===== config.mk =====
export PLATFORM = sky130hd
export DESIGN_NAME = fft_rx_framer
export DESIGN_NICKNAME = d
export VERILOG_FILES = /design/src/rtl/fft_rx_framer.sv
export SDC_FILE = /design/constraint.sdc
export NUM_CORES = 1
export LEC_CHECK = 0
export BUFFER_PORTS_ARGS = -buffer_cell sky130_fd_sc_hd__buf_2
export CAP_MARGIN = 40
export CORE_MARGIN = 2
export CORE_UTILIZATION = 35
export CTS_CLUSTER_DIAMETER = 80
export DETAILED_ROUTE_END_ITERATION = 12
export PLACE_DENSITY = 0.52
export SYNTH_ARGS = -nofsm -noshare
export SYNTH_HDL_FRONTEND = slang
export SYNTH_SLANG_ARGS = --single-unit

===== constraint.sdc =====
create_clock -name clk -period 5.5 [get_ports clk]
set_clock_uncertainty 0.1 [all_clocks]
set_input_delay 0.275 -clock clk [delete_from_list [all_inputs] [get_ports clk]]
set_output_delay 0.275 -clock clk [all_outputs]
set_load 0.01 [all_outputs]

===== src/rtl/fft_rx_framer.sv =====
// Pre-FFT receive framer: sends one FFT config word, then streams FIFO samples
// through a small skid buffer onto AXI-Stream, marking frame boundaries with tlast.
module fft_rx_framer #(
    parameter int          DATA_W     = 32,
    parameter int          FRAME_LEN  = 1024,
    parameter int          SKID_DEPTH = 8,
    parameter logic [15:0] CFG_WORD   = 16'h0001
) (
    input  logic              clk,
    input  logic              resetn,
    input  logic [DATA_W-1:0] fifo_dout,
    input  logic              fifo_valid,
    output logic              fft_ready,
    output logic [15:0]       m_axis_config_tdata,
    output logic              m_axis_config_tvalid,
    input  logic              m_axis_config_tready,
    output logic [DATA_W-1:0] m_axis_data_tdata,
    output logic              m_axis_data_tvalid,
    output logic              m_axis_data_tlast,
    input  logic              m_axis_data_tready,
    output logic              frame_done,
    output logic              overflow
);

    localparam int PTR_W = $clog2(SKID_DEPTH);
    localparam int CNT_W = $clog2(FRAME_LEN);
    localparam logic [PTR_W:0]   DEPTH_C   = (PTR_W + 1)'(SKID_DEPTH);
    localparam logic [PTR_W:0]   READY_LIM = (PTR_W + 1)'(SKID_DEPTH / 2 - 1);
    localparam logic [CNT_W-1:0] LAST_IDX  = CNT_W'(FRAME_LEN - 1);

    typedef enum logic {
        CFG,
        STREAM
    } state_t;

    state_t            state;
    state_t            state_next;
    logic [DATA_W-1:0] mem [SKID_DEPTH];
    logic [PTR_W-1:0]  wr_ptr;
    logic [PTR_W-1:0]  rd_ptr;
    logic [PTR_W:0]    count;
    logic [PTR_W:0]    count_next;
    logic [CNT_W-1:0]  sample_cnt;
    logic              push;
    logic              pop;

    always_ff @(posedge clk) begin
        if (!resetn) begin
            state <= CFG;
        end else begin
            state <= state_next;
        end
    end

    // STREAM is terminal; only reset returns the framer to CFG.
    always_comb begin
        state_next           = state;
        m_axis_config_tvalid = 1'b0;
        case (state)
            CFG: begin
                m_axis_config_tvalid = 1'b1;
                if (m_axis_config_tready) begin
                    state_next = STREAM;
                end
            end
            STREAM: begin
                state_next = STREAM;
            end
            default: begin
                state_next = CFG;
            end
        endcase
    end

    assign m_axis_config_tdata = CFG_WORD;

    assign push               = fifo_valid && (count < DEPTH_C);
    assign m_axis_data_tvalid = (state == STREAM) && (count != '0);
    assign pop                = m_axis_data_tvalid && m_axis_data_tready;
    assign m_axis_data_tdata  = mem[rd_ptr];
    assign m_axis_data_tlast  = m_axis_data_tvalid && (sample_cnt == LAST_IDX);

    always_comb begin
        count_next = count;
        case ({push, pop})
            2'b10:   count_next = count + 1'b1;
            2'b01:   count_next = count - 1'b1;
            default: count_next = count;
        endcase
    end

    always_ff @(posedge clk) begin
        if (push) begin
            mem[wr_ptr] <= fifo_dout;
        end
    end

    // Pointers and the frame counter are power-of-two wide, so they wrap for free.
    always_ff @(posedge clk) begin
        if (!resetn) begin
            wr_ptr     <= '0;
            rd_ptr     <= '0;
            count      <= '0;
            sample_cnt <= '0;
            frame_done <= 1'b0;
            fft_ready  <= 1'b0;
            overflow   <= 1'b0;
        end else begin
            count      <= count_next;
            frame_done <= pop && m_axis_data_tlast;
            fft_ready  <= (state == STREAM) && (count_next <= READY_LIM);
            if (push) begin
                wr_ptr <= wr_ptr + 1'b1;
            end
            if (pop) begin
                rd_ptr     <= rd_ptr + 1'b1;
                sample_cnt <= sample_cnt + 1'b1;
            end
            if (fifo_valid && (count == DEPTH_C)) begin
                overflow <= 1'b1;
            end
        end
    end

endmodule


==> impl_results.md <==
* Status: finished, final reports clean
* Placer Congestion at between 0.7 and 0.8
* Initial core utilization at 0.353
* LEAKAGE at 4.28 nW
* Mux share of post-synthesis cell area at 0.164
* Synthesis-to-finish area growth at 19.2%
* Global-route wire length before repair at 34000 um
* Clk Latency, worst-skew pair at 560 ps
* Count of pins over their slew limit at 0
* Crit-path cells: buf_16, buf_4, mux4_2, mux2_2, buf_2
* Fillers at 2756
* Hold path start: resetn
* Setup violators final at 0
* TritonCTS clock tree: built
* Core Rows at 65
* Multi-input logic area at 2700 um^2
* WL final at 21900 um
* Antenna viol nets, final at 0
* WP buf/inv at 3
* Largest net degree at the start of global routing at 35
* Adder-cell share of the synthesized area at 0.00565
* Initial antenna violation count at 2
* Number of remaining DRC errors at 0
* Die area at 33100 um^2
* Die span in x at 182 um
* Seq/Total Area, Yosys at 0.743
* Top post-synthesis cells by area: edfxtp_1 (69%), mux4_2 (13%), dfxtp_1 (4.9%)
* TritonRoute pass-1 iters at 5
* Final Util at 0.421
* XOR/XNOR Fraction of Synth Area at 0.0126
* Final hold vios at 0
* Yosys top cell by area: edfxtp_1
* Via/cell ratio at between 4 and 5
* All-layer global routing usage at 0.134
* Hold slack at between 20 and 30 ps
* Crit path time final at approximately 3300 ps
* Synth Warn # at 0
* Post-Synthesis Cells at 539
* Critical path's slowest cell: dfxtp_4
* CTS Buf Count at 31
* Storage element area at approximately 8000 um^2
* Unrepaired setup endpoints after global routing: false
* Io pins at 91
* Core area at 31400 um^2
* PwrDens at 356 nW/um^2
* Nets at 706
* Crit path kind: reg2out
* Layout cell share with drive strength beyond 1 at 0.346
* Highest metal used: met5
* Largest family of logic cells by synthesized area: multiplexers
* Setup TNS at 0 ps
* GRT overflow at 0
* Cell area after placement at 12000 um^2
* Most frequent cell after synthesis: edfxtp_1
* Min-Delay Path Class: in2reg
* Reg2Reg Launch Point: count[3]
* Number of synthesized flops with an enable pin at 256
* CP Launch Type: register
* Port bufs at 74
* Worst-Margin Slew at 639 ps
* Post-Synth Simple-Gate Area at 0.0403
* FFs w/ async S/R, synth at 0
* Met3 WL at 931 um
* Critical Path RT at 5120 ps
* Mapped Avg Cell Area at 20.6 um^2
* Main synth FF type: edfxtp_1
* DR vias at 5375
* Routed wl met2 at between 10000 and 15000 um
* Post-synth top area share at 0.694
* 1st-iter DRT viols at 360
* Post-synthesis compound-gate area fraction at 0.0112
* Peak Freq at 304 MHz
* Final Cycle Share at 0.598
* Critical path arrival at roughly 2900 ps
* Post-synth top cells: edfxtp_1 (256), mux4_2 (64), mux2_2 (32)
* Max-slew headroom at 0.571
* Post-DP HPWL at approximately 12000 um
* Worst-path clk slew at approximately 60 ps
* CP max stage delay at 650 ps
* DR WL/cell at 20.1 um
* Post-layout instance area at 13200 um^2
* Post-Syn Area at 11100 um^2
* # H-tree levels at 1
* Synth unique cells at 46
* Chip height at 182 um
* Met1 wire length at between 9000 and 10000 um
* MaxCap Viol Count at 0
* Number of global-route vias before repair at 5842
* Peak VDD IR at 0.262 mV
* Crit Path Max Fanout at 27
* Gate family responsible for the most delay along the worst path: multiplexers
* CTS Buffer Depth at 3
* Number of synthesized register bits at approximately 280
* CP Capture Type: primary output
* Clock sink count at 283
* CTS root buf: clkbuf_16
==> state kept, by name, indices dropped and copies added (netlist names), named ones only <==
signal,flops
fft_ready,1
overflow,1
wr_ptr,3
frame_done,1
state,1
mem,256
count,4
sample_cnt,10
rd_ptr,3
==> metal layers <==
layer / up-vias / global-route usage
met1: 2798 / 0.175
met3: 46 / 0.0249
met5: - / 0
met2: 133 / 0.228
met4: 2 / 0.0377
li1: 2396 / -
==> stage by stage <==
stage          total power [mW]  instances  setup WS, ps
6_report                   4.70       1090          2210
5_1_grt                    4.87       1090          2000
4_1_cts                    4.76       1089          2100
3_5_place_dp               2.89        999          2490
3_3_place_gp               2.87        996          2540
2_1_floorplan              2.75        553           950
==> layout make-up <==
type / instances / area share
well taps: 402 / 0.0381
inverters: 2 / 0.000569
clock inverters: 15 / 0.00682
diodes: 1 / 0.000190
multi-input cells: 226 / 0.205
flip-flops and latches: 283 / 0.624
clock buffers: 41 / 0.0616
repair buffers: 120 / 0.0641
==> power by group <==
part	internal (mW)	leakage, nW	switching [mW]
combinational	0.190	1.30	0.202
sequential	2.42	2.55	0.0419
clock	1.04	0.435	0.806
total	3.65	4.28	1.05
==> final timing paths <==
path,depth (start not counted),to,slack (ps)
worst max-delay path,5,m_axis_data_tdata[24],2210
worst min-delay path,2,state,30
worst max register to register,7,fft_ready,2440
worst min register to register,2,overflow,400
==> placed cells by master, fill, tap and decap left out, types with 4 or more instances in the layout <==
| master | netlist | routed |
|---|---|---|
| nand2_1 | 14 | 14 |
| xor2_1 | 7 | 7 |
| clkinv_1 | 1 | 8 |
| and2_1 | 14 | 14 |
| mux2_2 | 32 | 32 |
| dfxtp_1 | 27 | 24 |
| mux4_2 | 64 | 64 |
| clkbuf_1 | 13 | 10 |
| conb_1 | 2 | 16 |
| clkinv_2 | 0 | 4 |
| ha_1 | 5 | 5 |
| nand3_1 | 5 | 5 |
| buf_4 | 18 | 9 |
| buf_2 | 7 | 74 |
| dlygate4sd3_1 | 0 | 34 |
| xnor2_1 | 9 | 9 |
| nor3_2 | 0 | 4 |
| a21boi_0 | 4 | 4 |
| nor2b_1 | 11 | 11 |
| edfxtp_1 | 256 | 256 |
| clkbuf_16 | 0 | 31 |
==> timing repair <==
item,CTS,global route
resized for setup,0,0
hold endpoints to repair,258,0
buffers inserted,0,0
setup endpoints to repair,0,0
hold buffers,34,0
==> cells by family (layout without fill, tap and decap cells) <==
family / count (synthesis) / after routing
AND/OR/NAND/NOR: 76 / 76
AO/OA/AOI/OAI: 15 / 15
multiplexers: 98 / 98
buffers and inverters: 44 / 178
XOR/XNOR: 16 / 16
other: 2 / 17
flip-flops: 283 / 283
adder cells (fa/ha/maj): 5 / 5
==> worst register-to-register path, stage by stage (launching register included) <==
cell and delay [ps]:
dfxtp_1 380, nor2b_1 520, clkinv_1 470, ha_1 420
and4b_2 320, or3b_1 360, a32oi_2 230, and4_1 210
Note: power is estimated with default switching activity, not from simulation.
